File: src/rtl/fetcher.sv
// Instruction fetch stage: one outstanding memory read at the PC, result held in a
// single output register consumed by the decoder through a valid/ready handshake.
module fetcher #(
    parameter int unsigned           WORD_SIZE  = 32,
    parameter int unsigned           INSTR_SIZE = 32,
    parameter logic [WORD_SIZE-1:0]  RESET_ADDR = 32'h0000_0000,
    parameter logic [INSTR_SIZE-1:0] NOP_INSTR  = 32'h0000_0013
) (
    input  logic                  i_clk,
    input  logic                  i_rst,
    output logic                  o_mem_req_valid,
    input  logic                  i_mem_req_ready,
    output logic [WORD_SIZE-1:0]  o_mem_req_addr,
    input  logic                  i_mem_resp_valid,
    input  logic [INSTR_SIZE-1:0] i_mem_resp_data,
    input  logic                  i_mem_resp_err,
    input  logic                  i_redirect_valid,
    input  logic [WORD_SIZE-1:0]  i_redirect_addr,
    output logic                  o_instr_valid,
    input  logic                  i_instr_ready,
    output logic [INSTR_SIZE-1:0] o_instruction,
    output logic [WORD_SIZE-1:0]  o_instruction_address,
    output logic                  o_fetch_fault
);

    typedef enum logic [1:0] {StFetch, StWait, StDrain, StHalt} state_e;

    state_e                state_q, state_d;
    logic [WORD_SIZE-1:0]  pc_q, pc_d;
    logic [WORD_SIZE-1:0]  addr_q, addr_d;
    logic [INSTR_SIZE-1:0] instr_q, instr_d;
    logic                  valid_q, valid_d;
    logic                  fault_q, fault_d;
    logic                  halt_pend_q, halt_pend_d;

    logic slot_free;
    logic req_fire;
    logic outstanding;
    logic misaligned;

    assign slot_free       = !valid_q || i_instr_ready;
    assign o_mem_req_valid = (state_q == StFetch) && slot_free && !i_rst;
    assign o_mem_req_addr  = pc_q;
    assign req_fire        = o_mem_req_valid && i_mem_req_ready;
    assign misaligned      = i_redirect_addr[1:0] != 2'b00;

    // A response is still owed to us unless it is arriving in this very cycle.
    assign outstanding = req_fire ||
                         (((state_q == StWait) || (state_q == StDrain)) && !i_mem_resp_valid);

    assign o_instr_valid         = valid_q;
    assign o_fetch_fault         = valid_q && fault_q;
    assign o_instruction         = (valid_q && !fault_q) ? instr_q : NOP_INSTR;
    assign o_instruction_address = addr_q;

    always_comb begin
        state_d     = state_q;
        pc_d        = pc_q;
        addr_d      = addr_q;
        instr_d     = instr_q;
        valid_d     = valid_q;
        fault_d     = fault_q;
        halt_pend_d = halt_pend_q;

        if (valid_q && i_instr_ready) begin
            valid_d = 1'b0;
        end

        if (i_redirect_valid) begin
            pc_d        = i_redirect_addr;
            valid_d     = 1'b0;
            fault_d     = 1'b0;
            halt_pend_d = 1'b0;
            if (misaligned) begin
                // Fault entry is posted at once; a pending response is still drained first.
                valid_d     = 1'b1;
                fault_d     = 1'b1;
                instr_d     = NOP_INSTR;
                addr_d      = i_redirect_addr;
                halt_pend_d = outstanding;
                state_d     = outstanding ? StDrain : StHalt;
            end else begin
                state_d = outstanding ? StDrain : StFetch;
            end
        end else begin
            unique case (state_q)
                StFetch: begin
                    if (req_fire) begin
                        state_d = StWait;
                    end
                end
                StWait: begin
                    if (i_mem_resp_valid) begin
                        valid_d = 1'b1;
                        addr_d  = pc_q;
                        if (i_mem_resp_err) begin
                            fault_d = 1'b1;
                            instr_d = NOP_INSTR;
                            state_d = StHalt;
                        end else begin
                            fault_d = 1'b0;
                            instr_d = i_mem_resp_data;
                            pc_d    = pc_q + WORD_SIZE'(4);
                            state_d = StFetch;
                        end
                    end
                end
                StDrain: begin
                    if (i_mem_resp_valid) begin
                        state_d     = halt_pend_q ? StHalt : StFetch;
                        halt_pend_d = 1'b0;
                    end
                end
                StHalt: begin
                    state_d = StHalt;
                end
            endcase
        end
    end

    always_ff @(posedge i_clk) begin
        if (i_rst) begin
            state_q     <= StFetch;
            pc_q        <= RESET_ADDR;
            addr_q      <= '0;
            instr_q     <= NOP_INSTR;
            valid_q     <= 1'b0;
            fault_q     <= 1'b0;
            halt_pend_q <= 1'b0;
        end else begin
            state_q     <= state_d;
            pc_q        <= pc_d;
            addr_q      <= addr_d;
            instr_q     <= instr_d;
            valid_q     <= valid_d;
            fault_q     <= fault_d;
            halt_pend_q <= halt_pend_d;
        end
    end

endmodule

File: config.mk
export PLATFORM = sky130hd
export DESIGN_NAME = fetcher
export DESIGN_NICKNAME = d
export VERILOG_FILES = /design/src/rtl/fetcher.sv
export SDC_FILE = /design/constraint.sdc
export NUM_CORES = 1
export LEC_CHECK = 0
export BUFFER_PORTS_ARGS = -buffer_cell sky130_fd_sc_hd__buf_2
export CORE_AREA = 2 2 137 139
export DETAILED_ROUTE_END_ITERATION = 8
export DIE_AREA = 0 0 139 141
export GPL_ROUTABILITY_DRIVEN = 0
export PLACE_DENSITY = 0.55
export SYNTH_ARGS = -nofsm -noshare
export SYNTH_HDL_FRONTEND = slang
export SYNTH_SLANG_ARGS = --single-unit
File: constraint.sdc
create_clock -name i_clk -period 4.3 [get_ports i_clk]
set_input_delay 0.86 -clock i_clk [delete_from_list [all_inputs] [get_ports i_clk]]
set_output_delay 0.86 -clock i_clk [all_outputs]
set_load 0.05 [all_outputs]
==> reports/metrics.cfg <==
[floorplan]
die_x_um = 139
die_y_um = 141
dieArea_um2 = 19600
core_area_um2 = 18300
start_util_pct = 26.5
ios = 170
num_rows = 50

[placed_design]
place_hpwl_mm = 9.69
portBuffers = 169

[cts]
clkSlewWorstSetupHoldPaths_ps = 70
cts_buffers = 9
root_buffer = clkbuf_16
ctsHtreeMaxLevel = 3
post-cts-setup-buffers = 0
clock_latency_ps = 350
clk_path_buf_depth = 2
post_cts_resized = 0
cts_tree = built
cts_sinks = 101
cts.hold.buffers_added = 0

[grt]
grt_pass1_wl_mm = 22.2
grt_pass1_vias = 4123
globalRouteTotalUtil_pct = 14.0
antenna_found_initial = 0
grt_start_max_net_pins = 73
overflow = 0

[timing]
fmax_mhz = 388
fin_worst_skew_ps = 10.6
hold_viol_final = 0
setup_viol = 0
period_share_pct = 60.0
tightestPinTransition_ps = 1200
final_max_slew_viol_count = 0
rsz0062_at_grt = false
setup_tns_ps = 0
relSlewSlack_pct = 20.0
fin_crit_ps = 2580

[power]
leakagePower_nw = 2.68
p_int_mw = 1.55
pwr-share-clk_pct = 32.8
power_density_nw_per_um2 = 380
sw_frac_of_total_pct = 33.5
combPwrFrac_pct = 22.1
finalPower_mw = 2.33
pwr-share-seq_pct = 45.0
peakVddDrop_v = 0.000187
switching_power_mw = 0.781

[routing]
drt-vias-per-instance = 4.77
drcViolationCount = 0
drtIter0Drc = 207
dr.pass1.iters = 5
wirelength_mm = 14.0
wl_per_cell_um = 14.7
ant_nets = 0
vias = 4544

[synthesis]
netlist_area_um2 = 4840
synth_cell_types = 54
ys.flop_type = dfxtp_1
synth_nets = 650
synth_edf_count = 0
ys_warn_count = 0
avgSynthCellArea_um2 = 8.42
synth-seq-cells = 101
synthesis.instances = 574
async_flop_share_pct = 0
yosysSeqAreaShare_pct = 41.8

[critical_path]
end_kind = flop
worstSetupPathType = reg -> reg
path_max_fanout = 56
cp-start-kind = flop
critical_path_required_ps = 4550
cp_data_arrival_time_ps = 2830

[run_status]
status = finished, final reports clean

[min_path]
hp-class = reg -> reg

[finish]
nFillCells = 1969
n_antenna_cell = 0
multi_input_area_um2 = 2620
fin_nets = 791
synthToLayoutAreaGrowth_pct = 26.7
regArea_um2 = 2020
drive_gt1_share_pct = 28.8
final_cell_mix = buf_2, dfxtp_1, nor2_1
mostFrequentLayoutCell = buf_2

[job]
drv_cap = 0

-- routing by layer --
layer	GRT usage (%)	share of wire [%]	up-vias
met2	21.6	42	146
met3	3.46	6.5	13
met1	19.2	50	2084
met5	0	0	-
li1	-	-	2301
met4	4.47	1.4	0
-- cells by family after synthesis --
| family | Yosys count | synth area share, % |
|---|---|---|
| AO/OA/AOI/OAI | 109 | 15.9 |
| XOR/XNOR | 25 | 4.53 |
| adder cells (fa/ha/maj) | 5 | 1.29 |
| buffers and inverters | 50 | 4.22 |
| flip-flops | 101 | 41.8 |
| multiplexers | 26 | 5.41 |
| AND/OR/NAND/NOR | 258 | 26.9 |
-- final timing paths --
kind,from,endpoint,slack [ps],depth (start not counted)
worst max-delay path,state_q[1],o_instruction_address[18],1720,7
worst min-delay path,instr_q[8],instr_q[8],440,2
worst max register to register,state_q[1],o_instruction_address[18],1720,7
worst min register to register,instr_q[8],instr_q[8],440,2
-- cell usage after synthesis (all sizes together) (8+ instances only) --
cell type	instances	area, um2
buf	15	72.6
nand2	65	244
dfxtp	101	2020
nand3	42	210
nand4	8	65.1
and2	31	194
xor2	18	158
mux2i	25	250
a311oi	11	96.3
nor2	71	269
a211oi	37	308
clkbuf	29	109
a21oi	38	190
-- power by group through the flow --
stage | registers, mW | logic [mW] | clock network (mW)
after floorplan | 1.23 | 0.213 | 0
after global placement | 1.07 | 0.518 | 0
final | 1.05 | 0.516 | 0.765
after detailed placement | 1.07 | 0.520 | 0
after global routing | 1.06 | 0.555 | 0.826
after CTS | 1.05 | 0.520 | 0.791
-- registers in the layout (all words and copies together) (netlist names) --
| signal | flops |
|---|---|
| fault_q | 1 |
| halt_pend_q | 1 |
| instr_q | 32 |
| o_instr_valid | 1 |
| o_instruction_address | 32 |
| o_mem_req_addr | 32 |
| state_q | 2 |
-- area by class of cell --
cell class / instances / area share [%]
flip-flops and latches: 101 / 33.0
clock buffers: 12 / 4.02
inverters: 6 / 0.368
multi-input cells: 423 / 42.8
clock inverters: 3 / 0.347
well taps: 234 / 4.78
repair buffers: 174 / 14.7
-- per-stage QoR --
| step | cell area [um2] | hold slack [ps] | cells | worst slack (ps) | utilization, % |
|---|---|---|---|---|---|
| 2_1_floorplan | 4840 | 427 | 574 | 1390 | - |
| 3_3_place_gp | 5860 | 435 | 938 | 1430 | 32.1 |
| 3_5_place_dp | 5860 | 441 | 938 | 1410 | 32.1 |
| 4_1_cts | 6130 | 449 | 953 | 1750 | 33.5 |
| 5_1_grt | 6130 | 467 | 953 | 1460 | 33.5 |
| 6_report | 6130 | 445 | 953 | 1720 | 33.5 |
-- worst max-delay path, stage by stage, from the launching register on --
cell and delay (ps):
dfxtp_1 340, inv_1 80, ha_1 280, nand2_1 260, o21ai_4 850, buf_12 340, nor2_1 70, a211oi_1 230
Power figures use the tool's default switching activity.
